File: src/rtl/rtc_pkg.sv
// Shared constants and types for the RTC counter/match stage.
package rtc_pkg;

  localparam int unsigned CNT_WIDTH = 32;
  localparam int unsigned DIV_WIDTH = 16;
  localparam logic [DIV_WIDTH-1:0] DIV_RESET = 16'd32767;

  // Prescaler run state.
  typedef enum logic [0:0] {
    StIdle = 1'b0,
    StRun  = 1'b1
  } rtc_state_e;

endpackage

File: src/rtl/rtc_prescaler.sv
// Divides PCLK down to a one-cycle seconds tick. Owns the run/idle FSM,
// the programmable divisor and the prescaler counter.
module rtc_prescaler
  import rtc_pkg::*;
#(
  parameter int unsigned             DivWidth = DIV_WIDTH,
  parameter logic [DivWidth-1:0]     DivReset = DIV_RESET
) (
  input  logic                clk_i,
  input  logic                rst_ni,
  input  logic                start_i,
  input  logic                div_en_i,
  input  logic [DivWidth-1:0] div_data_i,
  output logic                tick_o
);

  rtc_state_e          state_q, state_d;
  logic [DivWidth-1:0] presc_q, presc_d;
  logic [DivWidth-1:0] div_q, div_d;
  logic                tick_q, tick_d;

  // Next-state: FSM transitions, prescaler count/wrap and divisor writes.
  always_comb begin
    state_d = state_q;
    presc_d = presc_q;
    div_d   = div_q;
    tick_d  = 1'b0;

    case (state_q)
      StIdle: begin
        presc_d = '0;
        if (start_i) begin
          state_d = StRun;
        end
      end
      StRun: begin
        if (!start_i) begin
          state_d = StIdle;
          presc_d = '0;
        end else if (presc_q == div_q) begin
          presc_d = '0;
          tick_d  = 1'b1;
        end else begin
          presc_d = presc_q + DivWidth'(1);
        end
      end
      default: begin
        state_d = StIdle;
        presc_d = '0;
      end
    endcase

    // A divisor write restarts the period so the first tick is a full
    // divisor+1 cycles away.
    if (div_en_i) begin
      div_d   = div_data_i;
      presc_d = '0;
      tick_d  = 1'b0;
    end
  end

  // State registers.
  always_ff @(posedge clk_i or negedge rst_ni) begin
    if (!rst_ni) begin
      state_q <= StIdle;
      presc_q <= '0;
      div_q   <= DivReset;
      tick_q  <= 1'b0;
    end else begin
      state_q <= state_d;
      presc_q <= presc_d;
      div_q   <= div_d;
      tick_q  <= tick_d;
    end
  end

  assign tick_o = tick_q;

endmodule

File: src/rtl/rtc_count_match.sv
// RTC data counter, match register, registered comparator and interrupt
// status flops. The seconds tick comes from rtc_prescaler.
module rtc_count_match
  import rtc_pkg::*;
#(
  parameter int unsigned           CntWidth = CNT_WIDTH,
  parameter int unsigned           DivWidth = DIV_WIDTH,
  parameter logic [DivWidth-1:0]   DivReset = DIV_RESET
) (
  input  logic                PCLK,
  input  logic                PRESETn,
  input  logic                RtcStart,
  input  logic                LoadEn,
  input  logic [CntWidth-1:0] LoadData,
  input  logic                MatchEn,
  input  logic [CntWidth-1:0] MatchData,
  input  logic                DivEn,
  input  logic [DivWidth-1:0] DivData,
  input  logic                IntMask,
  input  logic                IntClear,
  output logic [CntWidth-1:0] RtcCount,
  output logic [CntWidth-1:0] RtcMatch,
  output logic                RawIntSync,
  output logic                RTCINTR,
  output logic                Tick
);

  logic                tick;
  logic [CntWidth-1:0] count_q, count_d;
  logic [CntWidth-1:0] match_q, match_d;
  logic                chg_q, chg_d;
  logic                raw_q, raw_d;
  logic                intr_q, intr_d;

  rtc_prescaler #(
    .DivWidth (DivWidth),
    .DivReset (DivReset)
  ) u_prescaler (
    .clk_i      (PCLK),
    .rst_ni     (PRESETn),
    .start_i    (RtcStart),
    .div_en_i   (DivEn),
    .div_data_i (DivData),
    .tick_o     (tick)
  );

  // Counter: load beats increment; chg_d records that the count took a new value.
  always_comb begin
    count_d = count_q;
    chg_d   = 1'b0;
    if (LoadEn) begin
      count_d = LoadData;
      chg_d   = 1'b1;
    end else if (tick) begin
      count_d = count_q + CntWidth'(1);
      chg_d   = 1'b1;
    end
  end

  // Match register, compare and interrupt status. Compare is qualified by
  // chg_q so a match write alone never raises the interrupt; set beats clear.
  always_comb begin
    match_d = MatchEn ? MatchData : match_q;
    raw_d   = (chg_q && (count_q == match_q)) || (raw_q && !IntClear);
    intr_d  = raw_q && IntMask;
  end

  // State registers.
  always_ff @(posedge PCLK or negedge PRESETn) begin
    if (!PRESETn) begin
      count_q <= '0;
      match_q <= '0;
      chg_q   <= 1'b0;
      raw_q   <= 1'b0;
      intr_q  <= 1'b0;
    end else begin
      count_q <= count_d;
      match_q <= match_d;
      chg_q   <= chg_d;
      raw_q   <= raw_d;
      intr_q  <= intr_d;
    end
  end

  assign RtcCount   = count_q;
  assign RtcMatch   = match_q;
  assign RawIntSync = raw_q;
  assign RTCINTR    = intr_q;
  assign Tick       = tick;

endmodule

File: config.mk
export PLATFORM = sky130hd
export DESIGN_NAME = rtc_count_match
export DESIGN_NICKNAME = d
export VERILOG_FILES = /design/src/rtl/rtc_pkg.sv /design/src/rtl/rtc_prescaler.sv /design/src/rtl/rtc_count_match.sv
export SDC_FILE = /design/constraint.sdc
export NUM_CORES = 1
export LEC_CHECK = 0
export ABC_AREA = 1
export BUFFER_PORTS_ARGS = -buffer_cell sky130_fd_sc_hd__buf_2
export CAP_MARGIN = 20
export CORE_ASPECT_RATIO = 0.7
export CORE_MARGIN = 5
export CORE_UTILIZATION = 35
export CTS_BUF_LIST = sky130_fd_sc_hd__clkbuf_8
export DETAILED_ROUTE_END_ITERATION = 8
export HOLD_SLACK_MARGIN = 0.15
export PLACE_DENSITY_LB_ADDON = 0.05
export SLEW_MARGIN = 15
export SYNTH_ARGS = -nofsm -noshare
export SYNTH_HDL_FRONTEND = slang
export SYNTH_SLANG_ARGS = --single-unit
File: constraint.sdc
create_clock -name PCLK -period 1.7 [get_ports PCLK]
set_input_delay 0.255 -clock PCLK [delete_from_list [all_inputs] [get_ports PCLK]]
set_output_delay 0.255 -clock PCLK [all_outputs]
set_load 0.02 [all_outputs]
# ---- Word level (Yosys, flattened, before mapping)
# Cells that the tools add are included.
dict set report word_totals {
  output_inout_bits 67
  word_cells 33
  ff_bits 101
  in_bits 88
}
dict set report classes {
  mux 13
  n_addsub 2
  eq_ne 2
  bitwise_logic 1
  n_reduce_logical 6
}
# operator n
set op_table {}
lappend op_table {{2-to-1 mux 32 bit} 2}
lappend op_table {{2-to-1 mux 16 bit} 3}
lappend op_table {{adder 32 x 1 -> 32 bit (second input constant)} 1}
lappend op_table {{== test 32 bit} 1}
lappend op_table {{one-hot mux 16 bit (2 select lines)} 1}
lappend op_table {{adder 16 x 1 -> 16 bit (second input constant)} 1}
lappend op_table {{== test 16 bit} 1}
lappend op_table {{2-to-1 mux 1 bit} 7}
lappend op_table {{logical AND 1 bit} 3}
lappend op_table {{nonzero test 2 bit} 1}
lappend op_table {{zero test 1 bit} 1}
lappend op_table {{logical OR 1 bit} 1}
lappend op_table {{NOT 1 bit} 1}

# ---- Depth between registers and ports, before layout
# Gate-level depths: netlist (run 1).
dict set report depth {
  word_depth 5
  ltp_mapped 10
  ltp_nobuf 10
}

# ---- Cells and area by module
# A second synthesis (run 1) with hierarchy kept.
dict set report hier_totals {
  cells_unflattened 791
  hier_area_um2 5761.8
}
# mod n_inst area_each_um2 cells_each
set modules_own_cells {}
lappend modules_own_cells {rtc_count_match 1 3988.8 555}
lappend modules_own_cells {rtc_prescaler 1 1773.0 236}

# ---- Worst setup path before layout (run 1)
# No wires, ideal clock.
dict set report synth_timing {
  path_kind {register to register}
  start {register count_q[1], in the netlist RtcCount[1]}
  end {register count_q[22], in the netlist RtcCount[22]}
  stages_incl_launch_ff 9
  t_arrival_ns 1.437
  setup_ns 0.122
  required_time_ns 1.578
  setup_slack_ns 0.142
  cell_sequence {dfrtp_1 -> ha_1 -> nand2_2 -> nor2_4 -> nand3_2 -> nor2_4 -> nand3_1 -> nand3_1 -> nand2_1}
}
dict set report synth_via {
  elab_chain_len 3
}
# element line
set synth_rtl {}
lappend synth_rtl {{start, declared} rtc_count_match.sv:29} ;# logic [CntWidth-1:0] count_q, count_d;
lappend synth_rtl {{start signal, assigned} rtc_count_match.sv:77} ;# count_q <= count_d;
lappend synth_rtl {{adder 32 x 1 -> 32 bit} rtc_count_match.sv:55} ;# count_d = count_q + CntWidth'(1);
lappend synth_rtl {{2-to-1 mux 32 bit} rtc_count_match.sv:54} ;# end else if (tick) begin
lappend synth_rtl {{2-to-1 mux 32 bit} rtc_count_match.sv:51} ;# if (LoadEn) begin
# Every way passes these cells. The select of a mux whose other input is x is not followed.
# A chain may end at the register's enable or synchronous reset.

# ---- Worst setup path in the final report (run 1)
dict set report layout_timing {
  start {register u_prescaler.presc_q[1]}
  end {register u_prescaler.presc_q[14]}
}
dict set report layout_via {
  elab_chain_len 5
  elab_cells_between_ends 6
  classes_between {add/sub (1); eq/ne (1); mux (4)}
}
# element line
set layout_rtl {}
lappend layout_rtl {{start, declared} rtc_prescaler.sv:18} ;# logic [DivWidth-1:0] presc_q, presc_d;
lappend layout_rtl {{start signal, assigned} rtc_prescaler.sv:71} ;# presc_q <= presc_d;
lappend layout_rtl {{adder 16 x 1 -> 16 bit or == test 16 bit (tied branches)} {rtc_prescaler.sv:44, rtc_prescaler.sv:40}}
lappend layout_rtl {{2-to-1 mux 16 bit (*)} rtc_prescaler.sv:40} ;# end else if (presc_q == div_q) begin
lappend layout_rtl {{2-to-1 mux 16 bit (*)} rtc_prescaler.sv:37} ;# if (!start_i) begin
lappend layout_rtl {{one-hot mux 16 bit (2 select lines) (*)} rtc_prescaler.sv:29} ;# case (state_q)
lappend layout_rtl {{2-to-1 mux 16 bit (*)} rtc_prescaler.sv:55} ;# if (div_en_i) begin
lappend layout_rtl {{named net u_prescaler.presc_d[14]} rtc_prescaler.sv:18}
# Mark *: on every way through the listed nets, which the timed path passes. The rest lies on a longest branch.

==> results of run 1 <==
==> report_power, final <==
group / internal (mW) / leakage [nW] / switching [mW]
Sequential: 2.61 / 1.22 / 0.220
Combinational: 0.613 / 2.46 / 0.759
Clock: 0.743 / 0.115 / 0.843
Total: 3.97 / 3.79 / 1.82
==> cell type report <==
class                      instances  share of cell area
clock buffer                      11              0.0191
timing repair buffer             258               0.231
multi-input combinational        501               0.348
tap                              225              0.0356
sequential                       101               0.323
inverter                          78              0.0370
clock inverter                     5             0.00569
==> synthesized netlist by cell type (2+ instances only) <==
cell	n	share of area
a22oi_1	22	0.029
buf_2	8	0.0070
buf_6	2	0.0040
clkbuf_1	8	0.0053
dfrtp_1	86	0.38
dfstp_2	15	0.069
ha_1	2	0.0044
inv_1	74	0.049
inv_2	4	0.0026
mux2_2	29	0.057
nand2_1	191	0.13
nand2_2	4	0.0044
nand2_4	2	0.0040
nand3_1	53	0.047
nand3_2	2	0.0035
nand4_1	4	0.0044
nor2_1	69	0.046
nor2_2	7	0.0077
nor2_4	6	0.012
nor3_1	9	0.0079
nor3_2	3	0.0053
o211ai_1	3	0.0040
o21ai_0	33	0.029
o221ai_1	2	0.0031
o22ai_1	3	0.0033
xnor2_1	12	0.018
xor2_1	37	0.057
==> per-stage QoR <==
stage | util | area (um^2)
final | 0.490 | 7910
after global routing | 0.490 | 7910
after CTS | 0.488 | 7880
after detailed placement | 0.423 | 6840
after global placement | 0.423 | 6840
after floorplan | - | 5690
==> critical path: stages (launching register included) <==
cell and delay (ps):
dfrtp_1 420, ha_1 200, nand3_1 120, inv_1 150, nand3_1 170, nor2_1 190
xor2_1 150, nor2_1 60
==> logic make-up (layout without fill, tap and decap cells) <==
group / after synthesis / in the layout
AND/OR/NAND/NOR: 353 / 353
AO/OA/AOI/OAI: 68 / 68
flip-flops: 101 / 101
buffers and inverters: 96 / 352
multiplexers: 29 / 29
XOR/XNOR: 49 / 49
adder cells (fa/ha/maj): 2 / 2
==> state kept, by name (all words and copies together) (netlist names) <==
| register | count |
|---|---|
| RTCINTR | 1 |
| RawIntSync | 1 |
| RtcCount | 32 |
| RtcMatch | 32 |
| chg_q | 1 |
| u_prescaler.div_q | 16 |
| u_prescaler.presc_q | 16 |
| u_prescaler.state_q | 1 |
| u_prescaler.tick_o | 1 |
==> per-layer routing <==
layer  part of all wire  vias up  GRT usage
li1                   -     2753          -
met1               0.52     2561      0.316
met2               0.39      167      0.278
met3              0.078        8     0.0621
met4             0.0049        0     0.0327
met5                  0        -          0
==> worst min path at each step <==
| stage | endpoint |
|---|---|
| 3_3_place_gp | RtcMatch[5]$_DFFE_PN0P_ |
| 4_1_cts | RtcCount[5]$_DFFE_PN0P_ |
| 2_1_floorplan | RTCINTR$_DFF_PN0_ |
| 5_1_grt | RtcCount[5]$_DFFE_PN0P_ |
| 3_5_place_dp | RtcMatch[4]$_DFFE_PN0P_ |
| 6_report | RtcCount[5]$_DFFE_PN0P_ |
==> timing repair <==
action | in CTS | in global routing
setup buffers | 0 | 3
endpoints found under the hold margin | 170 | 0
hold buffers | 84 | 0
resized for setup | 0 | 12
setup endpoints to repair | 0 | 10
==> flow_summary.rst, run 1 <==
.. list-table::
   :header-rows: 1

   * - Metric
     - Value
   * - Run status
     - finished, final reports clean
   * - Commonest register cell after synthesis
     - dfrtp_1
   * - Data required time of the critical path
     - 1970 ps
   * - Worst reg-to-reg setup slack
     - 150 ps
   * - Final critical-path setup slack
     - 146 ps
   * - Commonest non-fill, non-tap cell in the layout
     - nand2_1
   * - Synth-to-Final Area Change
     - 39.2%
   * - Bufs on Longest Clock Path
     - 2
   * - Endpoint of the worst setup timing path
     - u_prescaler.presc_q[14]$_DFF_PN0_
   * - Antenna diode instance count
     - 0
   * - Drt initial violations
     - 415
   * - TritonCTS clock tree
     - built
   * - Hold Path Depth
     - 3
   * - Routed wire length per instance
     - 16.1 um
   * - Number of cell instances on the worst register-to-register path
     - 7
   * - Pin count of the biggest net entering global routing
     - 59
   * - Starting density of the core
     - 0.352
   * - Overall routed net length
     - 19000 um
   * - Time the worst path needs with I/O delays and setup
     - 1550 ps
   * - Adder-cell share of the synthesized area
     - 0.00440
   * - Boundary pin count
     - 155
   * - Number of warnings printed during yosys synthesis
     - 0
   * - Number of failing setup endpoints in the final timing report
     - 0
   * - Reg-to-Reg Start
     - u_prescaler.presc_q[1]$_DFF_PN0_
   * - Number of buffers added by the clock tree synthesis step
     - 9
   * - Maximum vdd ir drop
     - between 0.3 and 0.4 mV
   * - Area of the die
     - around 19000 um^2
   * - Cell at the root of the clock tree
     - clkbuf_8
   * - Post-route ant nets
     - 0
   * - Max transition margin
     - 0.753
   * - Synth Area in Simple Gates
     - 0.273
   * - Main combinational cell family by area after synthesis
     - simple AND/OR/NAND/NOR gates
   * - Fraction of the cycle the final worst path needs
     - 0.914
   * - Synthesized Nets
     - 788
   * - Share of post-route cells with drive strength above 1
     - 0.284
   * - RSZ-0062 raised after global routing
     - false
   * - Clock Latency Late Sink
     - approximately 380 ps
   * - Maximum capacitance violations
     - 0
   * - Worst hold slack after final layout
     - 263 ps
   * - Area fraction in compound gates after synthesis
     - 0.0744
   * - Share of the yosys chip area belonging to registers
     - 0.448
   * - Via count of the first global-routing pass
     - 5425
   * - H-tree lvl count
     - 3
   * - Cells after synthesis
     - 698
   * - Hold path start
     - LoadEn
   * - Overall die height
     - 117 um
   * - Port bufs
     - 154
   * - Area taken by flip-flops and latches
     - 2560 um^2
   * - Share of synthesized flip-flops with an asynchronous set or reset
     - 1.00
   * - Die outline width
     - 162 um
   * - Slew of the pin with the lowest slew margin
     - 371 ps
   * - Final cell count without fillers
     - 1179
   * - Detailed-routing iteration count for the pre-antenna-repair pass
     - 5
   * - Cell area after technology mapping
     - 5690 um^2
   * - Number of flops mapped to enable cells by yosys
     - 0
   * - Register bit total from synthesis
     - 101
   * - Leakage dissipation
     - 3.79 nW
   * - Worst Setup Start Kind
     - flop
   * - Count of unique library cells instantiated by Yosys
     - 35
   * - Antenna violations before repair
     - 0
   * - Final hold vios
     - 0
   * - Global-route wire length before repair
     - between 20000 and 30000 um
   * - Cell Rows
     - 39
   * - F_max
     - 643 MHz
   * - Kind of end point of the critical path
     - flop
   * - Number of DRC violations after detailed routing
     - 0
   * - Portion of netlist area occupied by mux cells
     - 0.0574
   * - Placed Cells incl. Taps
     - 1076
   * - HPWL reported at the end of detailed placement
     - 14100 um
   * - Number of vias per cell after detailed routing
     - 4.66
   * - Area of combinational cells with multiple inputs
     - 2760 um^2
   * - Gp weighted congestion
     - 0.966
   * - Critical Path AT
     - 1820 ps
   * - Clock transition at the register clock pins on the worst setup and hold paths after CTS
     - 90 ps
   * - Most frequent cells in the layout
     - 191 x nand2_1, 153 x buf_2, 84 x dlygate4sd3_1
   * - Overall routing resource usage
     - 0.203
   * - Net count, final
     - 1039
   * - Remaining global-route overflow
     - 0
   * - Maximum net fanout on the critical path
     - 4
   * - Post-Synth XOR/XNOR Area
     - 0.0755
   * - Number of pins exceeding their max-slew limit in the final report
     - 0
   * - R2R Path End
     - u_prescaler.presc_q[14]$_DFF_PN0_
   * - Number of sinks handled by clock tree synthesis
     - 101
   * - Post-route clock skew
     - 11.3 ps
   * - Total power divided by cell area
     - 732 nW/um^2
   * - Post-synthesis area per instance
     - ~8 um^2
   * - Post-Place Worst Slack
     - approximately 41 ps
   * - Classification of the worst-slack hold path
     - input port to flop
   * - Total of fill cells in the finished design
     - 1597
   * - Core region area
     - 16200 um^2
   * - Category of the most critical setup path
     - flop to flop
   * - Post-layout power
     - 5.79 mW
   * - Summed negative setup slack over all endpoints
     - 0 ps
   * - Launch point of the worst path
     - u_prescaler.presc_q[1]$_DFF_PN0_
   * - Vias after detailed routing
     - roughly 5500
Power figures use the tool's default switching activity.
==> run 2: changes to the inputs <==
--- a/config.mk
+++ b/config.mk
@@ -6,6 +6,7 @@
 export NUM_CORES = 1
 export LEC_CHECK = 0
 export ABC_AREA = 1
+export ABC_CLOCK_PERIOD_IN_PS = 1300
 export BUFFER_PORTS_ARGS = -buffer_cell sky130_fd_sc_hd__buf_2
 export CAP_MARGIN = 20
 export CORE_ASPECT_RATIO = 0.7
==> constraint.sdc (replaced) <==
create_clock -name PCLK -period 1.3 [get_ports PCLK]
set_input_delay 0.195 -clock PCLK [delete_from_list [all_inputs] [get_ports PCLK]]
set_output_delay 0.195 -clock PCLK [all_outputs]
set_load 0.02 [all_outputs]
==> flow_summary.rst, run 2 (same netlist as run 1, synthesis figures left out) <==
.. list-table::
   :header-rows: 1

   * - Metric
     - Value
   * - Core region area
     - 16200 um^2 (unchanged)
   * - Post-layout power
     - 8.38 mW (+45%)
   * - Final cell count without fillers
     - 1303 (+11%)
   * - Clock transition at the register clock pins on the worst setup and hold paths after CTS
     - 110 ps (+20 ps)
   * - Summed negative setup slack over all endpoints
     - -6870 ps (-6870 ps)
   * - Kind of end point of the critical path
     - flop
   * - Number of vias per cell after detailed routing
     - 4.65 (about the same)
   * - Number of failing setup endpoints in the final timing report
     - 59 (+59)
   * - Category of the most critical setup path
     - flop to flop
   * - Detailed-routing iteration count for the pre-antenna-repair pass
     - 5 (unchanged)
   * - Power share of the clock group
     - 0.263 (-0.011)
   * - Starting density of the core
     - 0.352 (unchanged)
   * - Via count of the first global-routing pass
     - 6025 (+11%)
   * - Time the worst path needs with I/O delays and setup
     - 1510 ps (-43.1 ps)
   * - Total power divided by cell area
     - 878 nW/um^2 (+20%)
   * - Global-route wire length before repair
     - 32500 um (+9.0%)
   * - Switching portion of total power
     - 0.320 (+0.00593)
   * - Leakage dissipation
     - 4.58 nW (+21%)
   * - H-tree lvl count
     - 3 (unchanged)
   * - Clock Latency Late Sink
     - 390 ps (about the same)
   * - Net count, final
     - 1163 (+12%)
   * - Placed cell area
     - 7640 um^2 (+12%)
   * - Maximum vdd ir drop
     - 0.504 mV (+58%)
   * - Synth-to-Final Area Change
     - 67.9%
   * - Drt initial violations
     - 343 (-17%)
   * - Commonest non-fill, non-tap cell in the layout
     - nand2_1
   * - Boundary pin count
     - 155 (unchanged)
   * - Area of all placed cells without fillers
     - 9550 um^2 (+21%)
   * - Area of the die
     - 18900 um^2 (unchanged)
   * - Share of power burned in registers
     - 0.442 (-0.047)
   * - Remaining global-route overflow
     - 0 (unchanged)
   * - Overall die height
     - 117 um (unchanged)
   * - TritonCTS clock tree
     - built
   * - Post-route clock skew
     - 14.3 ps (+3.09 ps)
   * - F_max
     - 662 MHz (+2.8%)
   * - Port bufs
     - 154 (unchanged)
   * - HPWL reported at the end of detailed placement
     - 15500 um (+10%)
   * - Run status
     - finished with violations
   * - Number of sinks handled by clock tree synthesis
     - 101 (unchanged)
   * - Slew of the pin with the lowest slew margin
     - 355 ps (-15.7 ps)
   * - Internal Power
     - 5.70 mW (+43%)
   * - Share of post-route cells with drive strength above 1
     - 0.437 (+0.153)
   * - Overall routed net length
     - 21500 um (+13%)
   * - Violated checks
     - negative setup slack
   * - Share of total power in combinational logic
     - 0.295 (+0.058)
   * - Bufs on Longest Clock Path
     - 2 (unchanged)
   * - Overall routing resource usage
     - 0.222 (+0.0192)
   * - Number of pins exceeding their max-slew limit in the final report
     - 0 (unchanged)
   * - Vias after detailed routing
     - 6062 (+10%)
   * - Max transition margin
     - 0.763 (+0.0108)
   * - Antenna violations before repair
     - 0 (unchanged)
   * - Cell Rows
     - 39 (unchanged)
   * - Maximum net fanout on the critical path
     - 5 (+1)
   * - Most frequent cells in the layout
     - 181 x nand2_1, 121 x buf_2, 107 x buf_4
   * - Antenna diode instance count
     - 0 (unchanged)
   * - RSZ-0062 raised after global routing
     - true
   * - Gp weighted congestion
     - 0.895 (-7.4%)
   * - Cell at the root of the clock tree
     - clkbuf_8
   * - Data required time of the critical path
     - 1640 ps (-330 ps)
   * - Maximum capacitance violations
     - 0 (unchanged)
   * - Die outline width
     - 162 um (unchanged)
   * - Critical Path AT
     - 1850 ps (+30 ps)
   * - Classification of the worst-slack hold path
     - input port to flop
   * - Number of DRC violations after detailed routing
     - 0 (unchanged)
   * - Pin count of the biggest net entering global routing
     - 43 (-27%)
   * - Number of buffers added by the clock tree synthesis step
     - 9 (unchanged)
   * - NetSw
     - 2.69 mW (+47%)
   * - Post-route ant nets
     - 0 (unchanged)
   * - Fraction of the cycle the final worst path needs
     - 1.16 (+0.248)
   * - Final critical-path setup slack
     - -211 ps (-357 ps)
   * - Total of fill cells in the finished design
     - 1464 (-8.3%)
   * - Placed Cells incl. Taps
     - 1170 (+8.7%)
   * - Final hold vios
     - 0 (unchanged)
   * - Worst Setup Start Kind
     - flop
   * - Routed wire length per instance
     - 16.5 um (+2.1%)
[run 2: worst max-delay path, stage by stage (launching register included)]
cell	delay, ps
dfrtp_2	420
ha_4	150
nand2_4	50
nor2_4	150
nand3_2	130
nor2_4	180
buf_4	120
nand2_1	40
nand2_1	60
nand3_1	70
nand2_1	60
[run 2: area by class of cell]
class / count / area [um^2] / area share
well taps: 225 / 282 / 0.0295
clock buffers: 11 / 151 / 0.0159
multi-input cells: 502 / 3080 / 0.322
inverters: 78 / 300 / 0.0315
clock inverters: 5 / 57.6 / 0.00603
flip-flops and latches: 101 / 2580 / 0.270
repair buffers: 381 / 3100 / 0.324
[run 2: worst paths after layout]
kind	start	end	slack, ps	cells past startpoint
worst max-delay path	RtcCount[1]$_DFFE_PN0P_	RtcCount[30]$_DFFE_PN0P_	-210	10
worst min-delay path	DivEn	u_prescaler.div_q[12]$_DFFE_PN1P_	200	3
worst max register to register	RtcCount[1]$_DFFE_PN0P_	RtcCount[30]$_DFFE_PN0P_	-210	10
worst min register to register	u_prescaler.div_q[12]$_DFFE_PN1P_	u_prescaler.div_q[12]$_DFFE_PN1P_	500	2
max in group asynchronous	PRESETn	u_prescaler.div_q[11]$_DFFE_PN1P_	440	3
min in group asynchronous	PRESETn	RtcMatch[1]$_DFFE_PN0P_	250	2
[run 2: what timing repair did]
item | in CTS | in global routing
hold buffers | 84 | 0
buffers inserted | 27 | 15
hold endpoints to repair | 169 | 0
gates resized for setup | 103 | 75
setup endpoints to repair | 78 | 79
cloned | 0 | 1
pin swaps | 16 | 20
[run 2: per-layer routing]
metal | GRT usage | wire length, um | up-vias
met4 | 0.0377 | 167 | 0
met1 | 0.340 | 11100 | 2873
met2 | 0.321 | 8900 | 180
li1 | - | - | 2997
met3 | 0.0536 | 1320 | 12
met5 | 0 | 0 | -
[run 2: metrics by stage]
| step | setup slack (ps) | util | hold WS, ps |
|---|---|---|---|
| finish | -211 | 0.591 | 200 |
| global placement | -206 | 0.473 | 126 |
| detailed placement | -240 | 0.473 | 133 |
| global route | -306 | 0.591 | 213 |
| floorplan | -113 | - | -101 |
| CTS | -177 | 0.571 | 179 |
[run 2: power groups by stage]
stage	clock [mW]	sequential [mW]	combinational, mW
2_1_floorplan	0	3.95	0.692
3_3_place_gp	0	3.74	1.89
3_5_place_dp	0	3.75	1.91
4_1_cts	2.25	3.69	2.38
5_1_grt	2.36	3.74	2.68
6_report	2.20	3.70	2.48
==> run 3: changes to the inputs <==
--- a/config.mk
+++ b/config.mk
@@ -5,7 +5,6 @@
 export SDC_FILE = /design/constraint.sdc
 export NUM_CORES = 1
 export LEC_CHECK = 0
-export ABC_AREA = 1
 export ABC_CLOCK_PERIOD_IN_PS = 1300
 export BUFFER_PORTS_ARGS = -buffer_cell sky130_fd_sc_hd__buf_2
 export CAP_MARGIN = 20
==> flow_summary.rst, run 3 <==
.. list-table::
   :header-rows: 1

   * - Metric
     - Value
   * - Time the worst path needs with I/O delays and setup
     - 1670 ps (+163 ps)
   * - Area of the die
     - 17300 um^2 (-8.5%)
   * - Bufs on Longest Clock Path
     - 2 (unchanged)
   * - Commonest non-fill, non-tap cell in the layout
     - buf_6
   * - Final cell count without fillers
     - 1047 (-20%)
   * - Switching portion of total power
     - 0.300 (-0.0207)
   * - Synth-to-Final Area Change
     - 80.6%
   * - Cell at the root of the clock tree
     - clkbuf_8
   * - Cell type contributing the most total cell area after synthesis
     - dfrtp_1
   * - Post-route ant nets
     - 0 (unchanged)
   * - Cell area after technology mapping
     - 5160 um^2 (-9.2%)
   * - Share of post-route cells with drive strength above 1
     - 0.554 (+0.117)
   * - TritonCTS clock tree
     - built
   * - Slew of the pin with the lowest slew margin
     - 437 ps (+82.2 ps)
   * - Total power divided by cell area
     - 906 nW/um^2 (+3.2%)
   * - Final critical-path setup slack
     - -374 ps (-163 ps)
   * - Critical-path cell with the highest stage delay
     - or4_1
   * - Vias after detailed routing
     - 5168 (-15%)
   * - Remaining global-route overflow
     - 0 (unchanged)
   * - Number of warnings printed during yosys synthesis
     - 0 (unchanged)
   * - Number of flops mapped to enable cells by yosys
     - 0 (unchanged)
   * - Global-route wire length before repair
     - 29900 um (-8.2%)
   * - Power share of the clock group
     - 0.259 (-0.004)
   * - Gp weighted congestion
     - 0.894 (about the same)
   * - Number of buffers added by the clock tree synthesis step
     - 9 (unchanged)
   * - Leakage dissipation
     - 4.05 nW (-12%)
   * - Antenna diode instance count
     - 0 (unchanged)
   * - Synthesized Nets
     - 554 (-30%)
   * - Worst Setup Start Kind
     - flop
   * - Clock Latency Late Sink
     - 380 ps (about the same)
   * - Placed cell area
     - 7190 um^2 (-5.9%)
   * - Run status
     - finished with violations
   * - Starting density of the core
     - 0.354 (+0.00218)
   * - Critical Path AT
     - 1970 ps (+120 ps)
   * - Clock transition at the register clock pins on the worst setup and hold paths after CTS
     - 100 ps (about the same)
   * - Commonest register cell after synthesis
     - dfrtp_1
   * - Maximum vdd ir drop
     - 0.565 mV (+12%)
   * - Post-route clock skew
     - 14.5 ps (+0.190 ps)
   * - Top cells by instance count after synthesis
     - 86 x dfrtp_1, 49 x xor2_1, 48 x mux2_2, 28 x nand2_1
   * - Kind of end point of the critical path
     - flop
   * - Drt initial violations
     - 375 (+9.3%)
   * - Share of the yosys chip area belonging to registers
     - 0.493 (+0.0451)
   * - F_max
     - 597 MHz (-9.7%)
   * - Core region area
     - 14600 um^2 (-9.7%)
   * - Port bufs
     - 154 (unchanged)
   * - Area taken by flip-flops and latches
     - 2580 um^2 (about the same)
   * - Detailed-routing iteration count for the pre-antenna-repair pass
     - 5 (unchanged)
   * - Number of pins exceeding their max-slew limit in the final report
     - 0 (unchanged)
   * - Number of sinks handled by clock tree synthesis
     - 101 (unchanged)
   * - Top Family by Delay on Critical Path
     - simple AND/OR/NAND/NOR gates
   * - Post-synthesis area per instance
     - 11.1 um^2 (+37%)
   * - Internal Power
     - 5.92 mW (+3.9%)
   * - Violated checks
     - negative setup slack
   * - HPWL reported at the end of detailed placement
     - 13700 um (-12%)
   * - Placed Cells incl. Taps
     - 913 (-22%)
   * - Number of DRC violations after detailed routing
     - 0 (unchanged)
   * - Core Util, Final
     - 0.640 (+0.0486)
   * - Data required time of the critical path
     - 1600 ps (-40 ps)
   * - Share of total power in combinational logic
     - 0.306 (+0.011)
   * - Overall die height
     - 112 um (-4.3%)
   * - Total of fill cells in the finished design
     - 1179 (-19%)
   * - Number of vias per cell after detailed routing
     - 4.94 (+6.1%)
   * - Category of the most critical setup path
     - flop to flop
   * - Area of all placed cells without fillers
     - 9330 um^2 (-2.3%)
   * - NetSw
     - 2.53 mW (-5.6%)
   * - Count of unique library cells instantiated by Yosys
     - 40 (+14%)
   * - Fraction of the cycle the final worst path needs
     - 1.29 (+0.125)
   * - Cell types with the largest area share after synthesis
     - dfrtp_1 42%, mux2_2 10%, xor2_1 8.3%
   * - Cells after synthesis
     - 464 (-34%)
   * - Boundary pin count
     - 155 (unchanged)
   * - Final hold vios
     - 0 (unchanged)
   * - Share of synthesized flip-flops with an asynchronous set or reset
     - 1.00 (unchanged)
   * - Register bit total from synthesis
     - 101 (unchanged)
   * - Antenna violations before repair
     - 0 (unchanged)
   * - Die outline width
     - 155 um (-4.4%)
   * - Overall routing resource usage
     - 0.222 (about the same)
   * - Most frequent cells in the layout
     - 125 x buf_6, 95 x buf_2, 86 x dlygate4sd3_1
   * - Net count, final
     - 937 (-19%)
   * - Maximum capacitance violations
     - 0 (unchanged)
   * - Overall routed net length
     - 19500 um (-9.3%)
   * - Share of power burned in registers
     - 0.435 (-0.007)
   * - Area of combinational cells with multiple inputs
     - 2770 um^2 (-10%)
   * - Buf/Inv on CP
     - 0 (-1)
   * - Maximum net fanout on the critical path
     - 8 (+3)
   * - RSZ-0062 raised after global routing
     - true
   * - Most common cell in the netlist
     - dfrtp_1
   * - Routed wire length per instance
     - 18.6 um (+13%)
   * - Cell Chain, Critical Path
     - ha_4 -> and4_4 -> nand3_4 -> or4_1 -> a31oi_1
   * - Area share of the leading cell type in the synthesized netlist
     - 0.417 (+0.0381)
   * - Number of failing setup endpoints in the final timing report
     - 58 (-1.7%)
   * - Cell Rows
     - 37 (-5.1%)
   * - Classification of the worst-slack hold path
     - input port to flop
   * - Pin count of the biggest net entering global routing
     - 46 (+7.0%)
   * - Worst hold slack after final layout
     - 224 ps (+23.5 ps)
   * - Maximum single-stage delay on the critical path
     - 500 ps (+80 ps)
   * - Max transition margin
     - 0.707 (-0.0558)
   * - Via count of the first global-routing pass
     - 5311 (-12%)
   * - H-tree lvl count
     - 3 (unchanged)
run 3: worst paths after layout:
check                                            startpoint                                 to  slack (ps)  cells after the start
setup / recovery                    RtcCount[0]$_DFFE_PN0P_           RtcCount[18]$_DFFE_PN0P_        -370                      5
hold / removal                                       LoadEn           RtcCount[21]$_DFFE_PN0P_         220                      3
setup reg to reg                    RtcCount[0]$_DFFE_PN0P_           RtcCount[18]$_DFFE_PN0P_        -370                      5
hold reg to reg            u_prescaler.presc_q[0]$_DFF_PN0_   u_prescaler.presc_q[0]$_DFF_PN0_         520                      1
max in group asynchronous                           PRESETn  u_prescaler.div_q[14]$_DFFE_PN1P_         480                      3
min in group asynchronous                           PRESETn            RtcMatch[0]$_DFFE_PN0P_         240                      2
run 3: logic make-up (layout without fill, tap and decap cells):
kind of cell,Yosys count,count (layout),synth area share
muxes,49,49,0.107
AOI/OAI and AO/OA,57,57,0.0688
DFF,101,101,0.493
buffers and inverters,30,416,0.0291
adders and majority gates,2,2,0.00484
and+or+nand+nor,153,155,0.176
xor gates and xnor gates,72,72,0.122
run 3: through the flow:
stage | setup WS [ps] | power, mW | setup TNS, ps
floorplan | -428 | 4.56 | -10660
global placement | -374 | 5.54 | -11440
detailed placement | -435 | 5.57 | -13090
CTS | -367 | 8.36 | -12120
global route | -442 | 8.86 | -16950
finish | -374 | 8.46 | -13090
run 3: layer usage:
layer / part of all wire / global-route usage / vias up
li1: - / - / 2483
met4: 0.012 / 0.0449 / 0
met3: 0.079 / 0.0707 / 21
met1: 0.50 / 0.342 / 2478
met5: 0 / 0 / -
met2: 0.41 / 0.305 / 186
run 3: repair_timing:
item | 4_1_cts | 5_1_grt
setup endpoints to repair | 94 | 103
endpoints found under the hold margin | 169 | 0
hold buffers | 86 | 0
pin swaps | 34 | 28
setup buffers | 20 | 23
gates resized for setup | 165 | 87
cloned | 1 | 2
run 3: area by class of cell:
| cell class | instances | share of cell area |
|---|---|---|
| sequential | 101 | 0.277 |
| clock buffer | 9 | 0.0133 |
| tap | 195 | 0.0262 |
| clock inverter | 7 | 0.00885 |
| multi-input combinational | 335 | 0.297 |
| timing repair buffer | 395 | 0.376 |
| inverter | 5 | 0.00201 |
run 3: worst register-to-register path, delay by kind of cell (launching register included):
kind                     cells  cell delay, ps
AO/OA/AOI/OAI                1             170
adder cells (fa/ha/maj)      1             140
flip-flops                   1             410
AND/OR/NAND/NOR              3             860
run 3: power groups by stage:
stage | logic, mW | registers (mW) | clock network, mW
final | 2.59 | 3.68 | 2.19
after global routing | 2.76 | 3.71 | 2.39
after CTS | 2.41 | 3.66 | 2.28
after detailed placement | 1.87 | 3.70 | 0
after global placement | 1.85 | 3.69 | 0
after floorplan | 0.601 | 3.96 | 0
